**src/rtl/enum_level_stepper.sv**
```systemverilog
// Command-driven walker over the five-member level enumeration (0/10/20/30/40).
// Performs multi-step next/prev walks one member per cycle, validated loads and resets to the first member.
module enum_level_stepper #(
  parameter bit WRAP_EN   = 1'b1,
  parameter int CNT_W     = 4,
  parameter int RESET_IDX = 0
) (
  input  logic             clk,
  input  logic             rst_n,
  input  logic             cmd_valid,
  output logic             cmd_ready,
  input  logic [1:0]       cmd_op,
  input  logic [CNT_W-1:0] cmd_count,
  input  logic [31:0]      cmd_load_val,
  output logic [31:0]      level_out,
  output logic [2:0]       level_idx,
  output logic [31:0]      num_vals_out,
  output logic             busy,
  output logic             done,
  output logic             wrap_evt,
  output logic             sat_evt,
  output logic             load_err
);

  typedef enum logic [31:0] {
    E_NONE   = 32'd0,
    E_LOW    = 32'd10,
    E_MEDIUM = 32'd20,
    E_HIGH   = 32'd30,
    E_MAX    = 32'd40
  } level_e;

  typedef enum logic [1:0] {
    OP_NEXT  = 2'b00,
    OP_PREV  = 2'b01,
    OP_LOAD  = 2'b10,
    OP_FIRST = 2'b11
  } op_e;

  typedef enum logic [1:0] {
    S_IDLE,
    S_STEP,
    S_DONE
  } state_e;

  localparam logic [2:0]  LAST_IDX = 3'd4;
  localparam logic [2:0]  RST_IDX  = 3'(RESET_IDX);
  localparam logic [31:0] NUM_VALS = 32'd5;

  function automatic level_e idx_to_level(input logic [2:0] idx);
    case (idx)
      3'd0:    return E_NONE;
      3'd1:    return E_LOW;
      3'd2:    return E_MEDIUM;
      3'd3:    return E_HIGH;
      3'd4:    return E_MAX;
      default: return E_NONE;
    endcase
  endfunction

  state_e           state;
  logic [CNT_W-1:0] rem;
  logic             dir;
  logic [2:0]       cur_idx;

  logic [2:0] step_idx;
  logic       step_wrap;
  logic       step_sat;
  logic       load_hit;
  logic [2:0] load_idx;

  assign level_idx    = cur_idx;
  assign num_vals_out = NUM_VALS;

  // One walk step from the current ordinal, plus membership lookup for loads.
  // NOTE: every always_comb output gets a default first so no path can infer a latch.
  always_comb begin
    step_idx  = cur_idx;
    step_wrap = 1'b0;
    step_sat  = 1'b0;
    if (!dir) begin
      if (cur_idx == LAST_IDX) begin
        if (WRAP_EN) begin
          step_idx  = 3'd0;
          step_wrap = 1'b1;
        end else begin
          step_sat = 1'b1;
        end
      end else begin
        step_idx = cur_idx + 3'd1;
      end
    end else begin
      if (cur_idx == 3'd0) begin
        if (WRAP_EN) begin
          step_idx  = LAST_IDX;
          step_wrap = 1'b1;
        end else begin
          step_sat = 1'b1;
        end
      end else begin
        step_idx = cur_idx - 3'd1;
      end
    end

    load_hit = 1'b0;
    load_idx = cur_idx;
    for (int i = 0; i < 5; i++) begin
      if (cmd_load_val == idx_to_level(3'(i))) begin
        load_hit = 1'b1;
        load_idx = 3'(i);
      end
    end
  end

  // NOTE: sequential state uses non-blocking assignments only, so every register
  // sees pre-edge values of its neighbours regardless of statement order.
  always_ff @(posedge clk or negedge rst_n) begin
    if (!rst_n) begin
      state     <= S_IDLE;
      rem       <= '0;
      dir       <= 1'b0;
      cur_idx   <= RST_IDX;
      level_out <= idx_to_level(RST_IDX);
      cmd_ready <= 1'b1;
      busy      <= 1'b0;
      done      <= 1'b0;
      wrap_evt  <= 1'b0;
      sat_evt   <= 1'b0;
      load_err  <= 1'b0;
    end else begin
      done     <= 1'b0;
      wrap_evt <= 1'b0;
      sat_evt  <= 1'b0;
      load_err <= 1'b0;

      case (state)
        S_IDLE: begin
          if (cmd_valid) begin
            cmd_ready <= 1'b0;
            busy      <= 1'b1;
            case (cmd_op)
              OP_NEXT, OP_PREV: begin
                if (cmd_count != '0) begin
                  rem   <= cmd_count;
                  dir   <= cmd_op[0];
                  state <= S_STEP;
                end else begin
                  done  <= 1'b1;
                  state <= S_DONE;
                end
              end
              OP_LOAD: begin
                if (load_hit) begin
                  cur_idx   <= load_idx;
                  level_out <= idx_to_level(load_idx);
                end else begin
                  load_err <= 1'b1;
                end
                done  <= 1'b1;
                state <= S_DONE;
              end
              default: begin
                cur_idx   <= RST_IDX;
                level_out <= idx_to_level(RST_IDX);
                done      <= 1'b1;
                state     <= S_DONE;
              end
            endcase
          end
        end

        S_STEP: begin
          cur_idx   <= step_idx;
          level_out <= idx_to_level(step_idx);
          wrap_evt  <= step_wrap;
          sat_evt   <= step_sat;
          rem       <= rem - CNT_W'(1);
          if (rem == CNT_W'(1)) begin
            done  <= 1'b1;
            state <= S_DONE;
          end
        end

        S_DONE: begin
          cmd_ready <= 1'b1;
          busy      <= 1'b0;
          state     <= S_IDLE;
        end

        default: begin
          cmd_ready <= 1'b1;
          busy      <= 1'b0;
          state     <= S_IDLE;
        end
      endcase
    end
  end

endmodule

```
**config.mk**
```make
export PLATFORM = sky130hd
export DESIGN_NAME = enum_level_stepper
export DESIGN_NICKNAME = d
export VERILOG_FILES = /design/src/rtl/enum_level_stepper.sv
export SDC_FILE = /design/constraint.sdc
export NUM_CORES = 1
export LEC_CHECK = 0
export CORE_MARGIN = 2
export CORE_UTILIZATION = 35
export CTS_CLUSTER_SIZE = 28
export DETAILED_ROUTE_END_ITERATION = 12
export PLACE_DENSITY = 0.77
export REMOVE_ABC_BUFFERS = 1
export SYNTH_ARGS = -nofsm -noshare
export SYNTH_HDL_FRONTEND = slang
export SYNTH_SLANG_ARGS = --single-unit
```
**constraint.sdc**
```tcl
create_clock -name clk -period 3 [get_ports clk]
set_input_delay 0.45 -clock clk [delete_from_list [all_inputs] [get_ports clk]]
set_output_delay 0.45 -clock clk [all_outputs]
set_load 0.005 [all_outputs]
```
# Word-level counts from Yosys, hierarchy flattened
# Cells that the tools add are included.
# totals
reg_bits,47
latchBits,0
mem_bits_rw,0
rom_bits,0
in_bits,41
out_inout_bits,73
wordCells,98
n_memories,0
# classes
n_addsub,3
multipliers,0
div_mod_pow,0
order_cmp,0
eq_ne,23
shifts,0
muxes,49
bitwise_logic,1
n_reduce_logical,12
# op_table
operator,n
$pmux W32 S2,2
$eq A32 B5 Y1 const B,2
$mux W32,2
$pmux W6 S4,2
$eq A32 B4 Y1 const B,1
$eq A32 B6 Y1 const B,1
$logic_not A32 Y1,1
$mux W3,10
$mux W1,19
$eq A3 B2 Y1 const B,4
$mux W4,3
$pmux W3 S2,2
$reduce_and A4 Y1,3
$eq A3 B3 Y1 const B,3
$mux W2,4
$ne A2 B2 Y1 const B,4
$pmux W4 S2,1
$eq A3 B1 Y1 const B,2
$pmux W1 S2,3
$eq A2 B1 Y1 const B,2
$eq A4 B1 Y1 const B,1
$logic_not A2 Y1,2
$pmux W2 S2,1
$reduce_and A2 Y1,2
11 further kinds,11

# Depth between registers and ports, before layout
# logic_depth
depth_word,12
ltp_mapped,9
ltp_nobuf,9

# Worst setup path after synthesis
# OpenSTA, ideal clock, no wires.
# synth_path
path_type,input to register
start,input cmd_load_val[7]
end,register level_out[1]
setup_ns,0.125
t_arrival_ns,2.003
required_time_ns,2.875
slack_ns,0.872
path_stages,6
n_path_buf,0
path_cell_list,or4_4 nor4_4 and3_4 a2111oi_4 nor2_2 mux2_2
# synth_between
elab_chain_cells,12
elab_cells_between_ends,26
classes_between,eq/ne: 9; mux: 15; reduce/logical: 2
# synth_lines
item,line_no,source
start: declaration,14,"input logic [31:0] cmd_load_val,"
$logic_not A32 Y1,108,if (cmd_load_val == idx_to_level(3'(i))) begin
$mux W3 (5 in series),108,
$eq A3 B3 Y1 (tied with other cells),51,case (idx)
$pmux W6 S4,51,
$mux W32,153,if (load_hit) begin
$pmux W32 S2,141,case (cmd_op)
$mux W32,138,if (cmd_valid) begin
$pmux W32 S2,136,case (state)
end signal: assignment,155,level_out <= idx_to_level(load_idx);
end signal: assignment,164,level_out <= idx_to_level(RST_IDX);
end signal: assignment,174,level_out <= idx_to_level(step_idx);
end: declaration,15,"output logic [31:0] level_out,"
# Several ways; a longest one is shown, not always the timed one. The select of a mux whose other input is x is not followed.
# A chain may end at the register's enable or synchronous reset.

# Final worst setup path
# Same ends and word-level chain as after synthesis.

==> results.py <==
metrics = {
    "placement": {
        "portBuffers": 53,
        "dp_hpwl_mm": 3.485,
        "place.gp.congestion": 0.9454,
        "dp_cells": 338,
    },
    "drt": {
        "totalWireLength_mm": 4.200,
        "wl_per_cell_um": 12.28,
        "ant_nets": 0,
        "viasPerCell": 4.678,
        "drc": 0,
        "drt_iter0_drc": 66,
        "dr.pass1.iters": 4,
        "vias": 1600,
    },
    "min_path": {
        "worstHoldPathCells": 1,
        "hold_path_class": "flip-flop to flip-flop",
    },
    "status": {
        "status": "finished clean",
    },
    "global_routing": {
        "grt_pass1_wl_mm": 6.437,
        "antenna_found_initial": 0,
        "grt_overflow": 0,
        "track_usage_pct": 13.05,
        "grt_pass1_vias": 1448,
        "grt_max_degree": 20,
    },
    "yosys": {
        "ys_types": 54,
        "postSynthAreaPerCell_um2": 8.498,
        "netlist_top_cells_count": "buf_4, dfrtp_1, nand2_1, nor2_1, a21oi_1",
        "synth_seq_cells": 19,
        "ys_async_sr_fraction_pct": 100.0,
        "synth_top_cell_by_area": "buf_4",
        "synth_cells": 221,
        "yosys_warnings": 0,
        "ys_seq_area_share_pct": 25.38,
        "netlist_area_um2": 1878,
        "yosysMostFrequentCell": "buf_4",
        "synth_top_area_share_pct": 25.18,
        "synth_ff_type": "dfrtp_1",
        "synth-edff-count": 0,
        "synth.area.top_cells": "buf_4, dfrtp_1, ha_1, a21oi_1, nor4_1",
    },
    "sta": {
        "worst_pin_slew_ns": 0.8532,
        "finalCriticalPeriod_ns": 2.436,
        "fmax_mhz": 410.5,
        "rsz0062_at_grt": "no",
        "hold_violations": 0,
        "fin_worst_skew_ns": 0.0009713,
        "whs_ns": 0.5149,
        "finalCritPeriodShare_pct": 81.20,
        "fin_tns_setup_ns": 0,
        "slew_headroom_pct": 42.94,
        "setup_viol": 0,
        "drv_slew": 0,
    },
    "die": {
        "dieWidth_um": 77.25,
        "rows": 26,
        "coreArea_um2": 5140,
        "initial_core_util_pct": 36.54,
        "dieArea_um2": 5968,
        "pin_count": 114,
        "die_y_um": 77.25,
    },
    "power": {
        "p_sw_w": 0.0006079,
        "combPwrFrac_pct": 55.1,
        "power_leakage_nw": 0.9982,
        "p_int_w": 0.0008658,
        "p_clk_share_pct": 12.1,
        "cellPowerDensity_nw_per_um2": 645.4,
        "irDropWorstVdd_uv": 291.0,
        "seq_power_share_pct": 32.9,
        "p_sw_share_pct": 41.25,
        "finalPower_w": 0.001474,
    },
    "critical_path": {
        "cp.required_ns": 3.14,
        "crit_path_max_fanout": 6,
        "path_class": "input pin to flip-flop",
        "worst_ep_arrival_time_ns": 2.58,
        "start_kind": "input pin",
        "reg2reg_depth": 9,
        "endpoint_kind": "flip-flop",
    },
    "clock_network": {
        "hold_buffers": 0,
        "root_buffer": "clkbuf_8",
        "insertion_delay_ns": 0.25,
        "cts.sinks": 19,
        "cts_tree": "yes",
        "clockBufferDepth": 2,
        "postCtsSetupRepairBufs": 0,
        "cts_resized": 0,
        "htreeDepth": 1,
        "clk_pin_slew_worst_paths_ns": 0.07,
        "numCtsBuffers": 3,
    },
    "finish": {
        "fin_nets": 320,
        "final_cell_count_no_fill": 342,
        "fillers": 521,
        "final_util_pct": 44.43,
        "drive_above_1_share_pct": 8.088,
        "layout-area-overhead-vs-synth_pct": 21.59,
        "antenna_cells": 0,
    },
    "job": {
        "cap_violations": 0,
    },
}
==> path summary, 6_finish.rpt <==
kind / from / endpoint / slack (ns)
max: cmd_load_val[7] / level_out[1] / 0.56
min: level_out[1] / level_out[1] / 0.51
max reg2reg: level_idx[0] / level_out[3] / 0.90
min reg2reg: level_out[1] / level_out[1] / 0.51
max in group asynchronous: rst_n / wrap_evt / 1.80
min in group asynchronous: rst_n / rem[3] / 0.68
==> cell usage in the layout, fill, tap and decap left out, types with 2 or more instances in the layout <==
| master | n |
|---|---|
| nor2_1 | 13 |
| nor4_1 | 8 |
| inv_1 | 6 |
| and3_4 | 2 |
| nor3_1 | 2 |
| nand2b_1 | 5 |
| a21oi_1 | 11 |
| o21ai_1 | 6 |
| o21ai_0 | 5 |
| a211oi_1 | 2 |
| mux2i_1 | 2 |
| nand2_1 | 13 |
| a21boi_0 | 3 |
| o211ai_1 | 4 |
| a31oi_1 | 5 |
| conb_1 | 60 |
| o41ai_1 | 3 |
| nor2b_1 | 2 |
| clkdlybuf4s50_1 | 53 |
| mux2_2 | 2 |
| dfrtp_1 | 18 |
| ha_1 | 6 |
| nand3_1 | 6 |
| a21o_1 | 2 |
| clkbuf_8 | 3 |
==> per-stage QoR <==
step                area [um^2]  setup slack (ns)
finish                     2283            0.5640
detailed placement         2237            0.3009
CTS                        2283            0.5749
floorplan                  1619            0.8719
global placement           2237            0.3553
global route               2283            0.4036
==> power by group through the flow <==
stage	logic (W)	registers [W]	clock network, W
global route	0.000897	0.000502	0.000198
finish	0.000812	0.000484	0.000178
floorplan	0.000498	0.000468	0
global placement	0.000785	0.000484	0
detailed placement	0.000809	0.000488	0
CTS	0.000812	0.000483	0.000190
==> cell families (layout without fill, tap and decap cells) <==
kind of cell    after synthesis  in the layout  share of synthesized area, %
simple gates                 66             66                         20.65
fa+ha+maj                     6              6                         3.997
xor+xnor                      2              2                        0.9329
other cells                   2             60                        0.3999
mux                           5              5                         2.865
buf+inv                      71             64                         26.78
flops                        19             19                         25.38
compound gates               50             50                         18.99
==> critical path: stages <==
cell and delay (ns):
clkdlybuf4s50_1 0.44, or4_4 0.56, nor4_4 0.28, and3_4 0.27, a2111oi_4 0.08, nor2_2 0.15
mux2_2 0.34
==> routing by layer <==
layer  global-route usage (%)  wire, um  part of all wire, %  vias up
met2                    23.39      2048                   49       98
li1                         -         -                    -      764
met5                        0         0                    0        -
met1                    14.84      1644                   39      732
met4                    3.393        36                 0.86        0
met3                    4.235       471                   11        6
==> layout make-up <==
type	count	area (um^2)	area share, %
multi-input cells	189	1116	48.88
clock buffers	3	41.29	1.808
repair buffers	53	530.5	23.23
well taps	70	87.58	3.836
inverters	7	26.28	1.151
clock inverters	1	5.005	0.2192
flip-flops and latches	19	476.7	20.88
==> registers in the layout, indices dropped and copies added (netlist names) <==
| name | cells |
|---|---|
| busy | 1 |
| cmd_ready | 1 |
| dir | 1 |
| done | 1 |
| level_idx | 3 |
| level_out | 4 |
| load_err | 1 |
| rem | 4 |
| state | 2 |
| wrap_evt | 1 |
No activity file was read; power rests on OpenSTA's default activity.
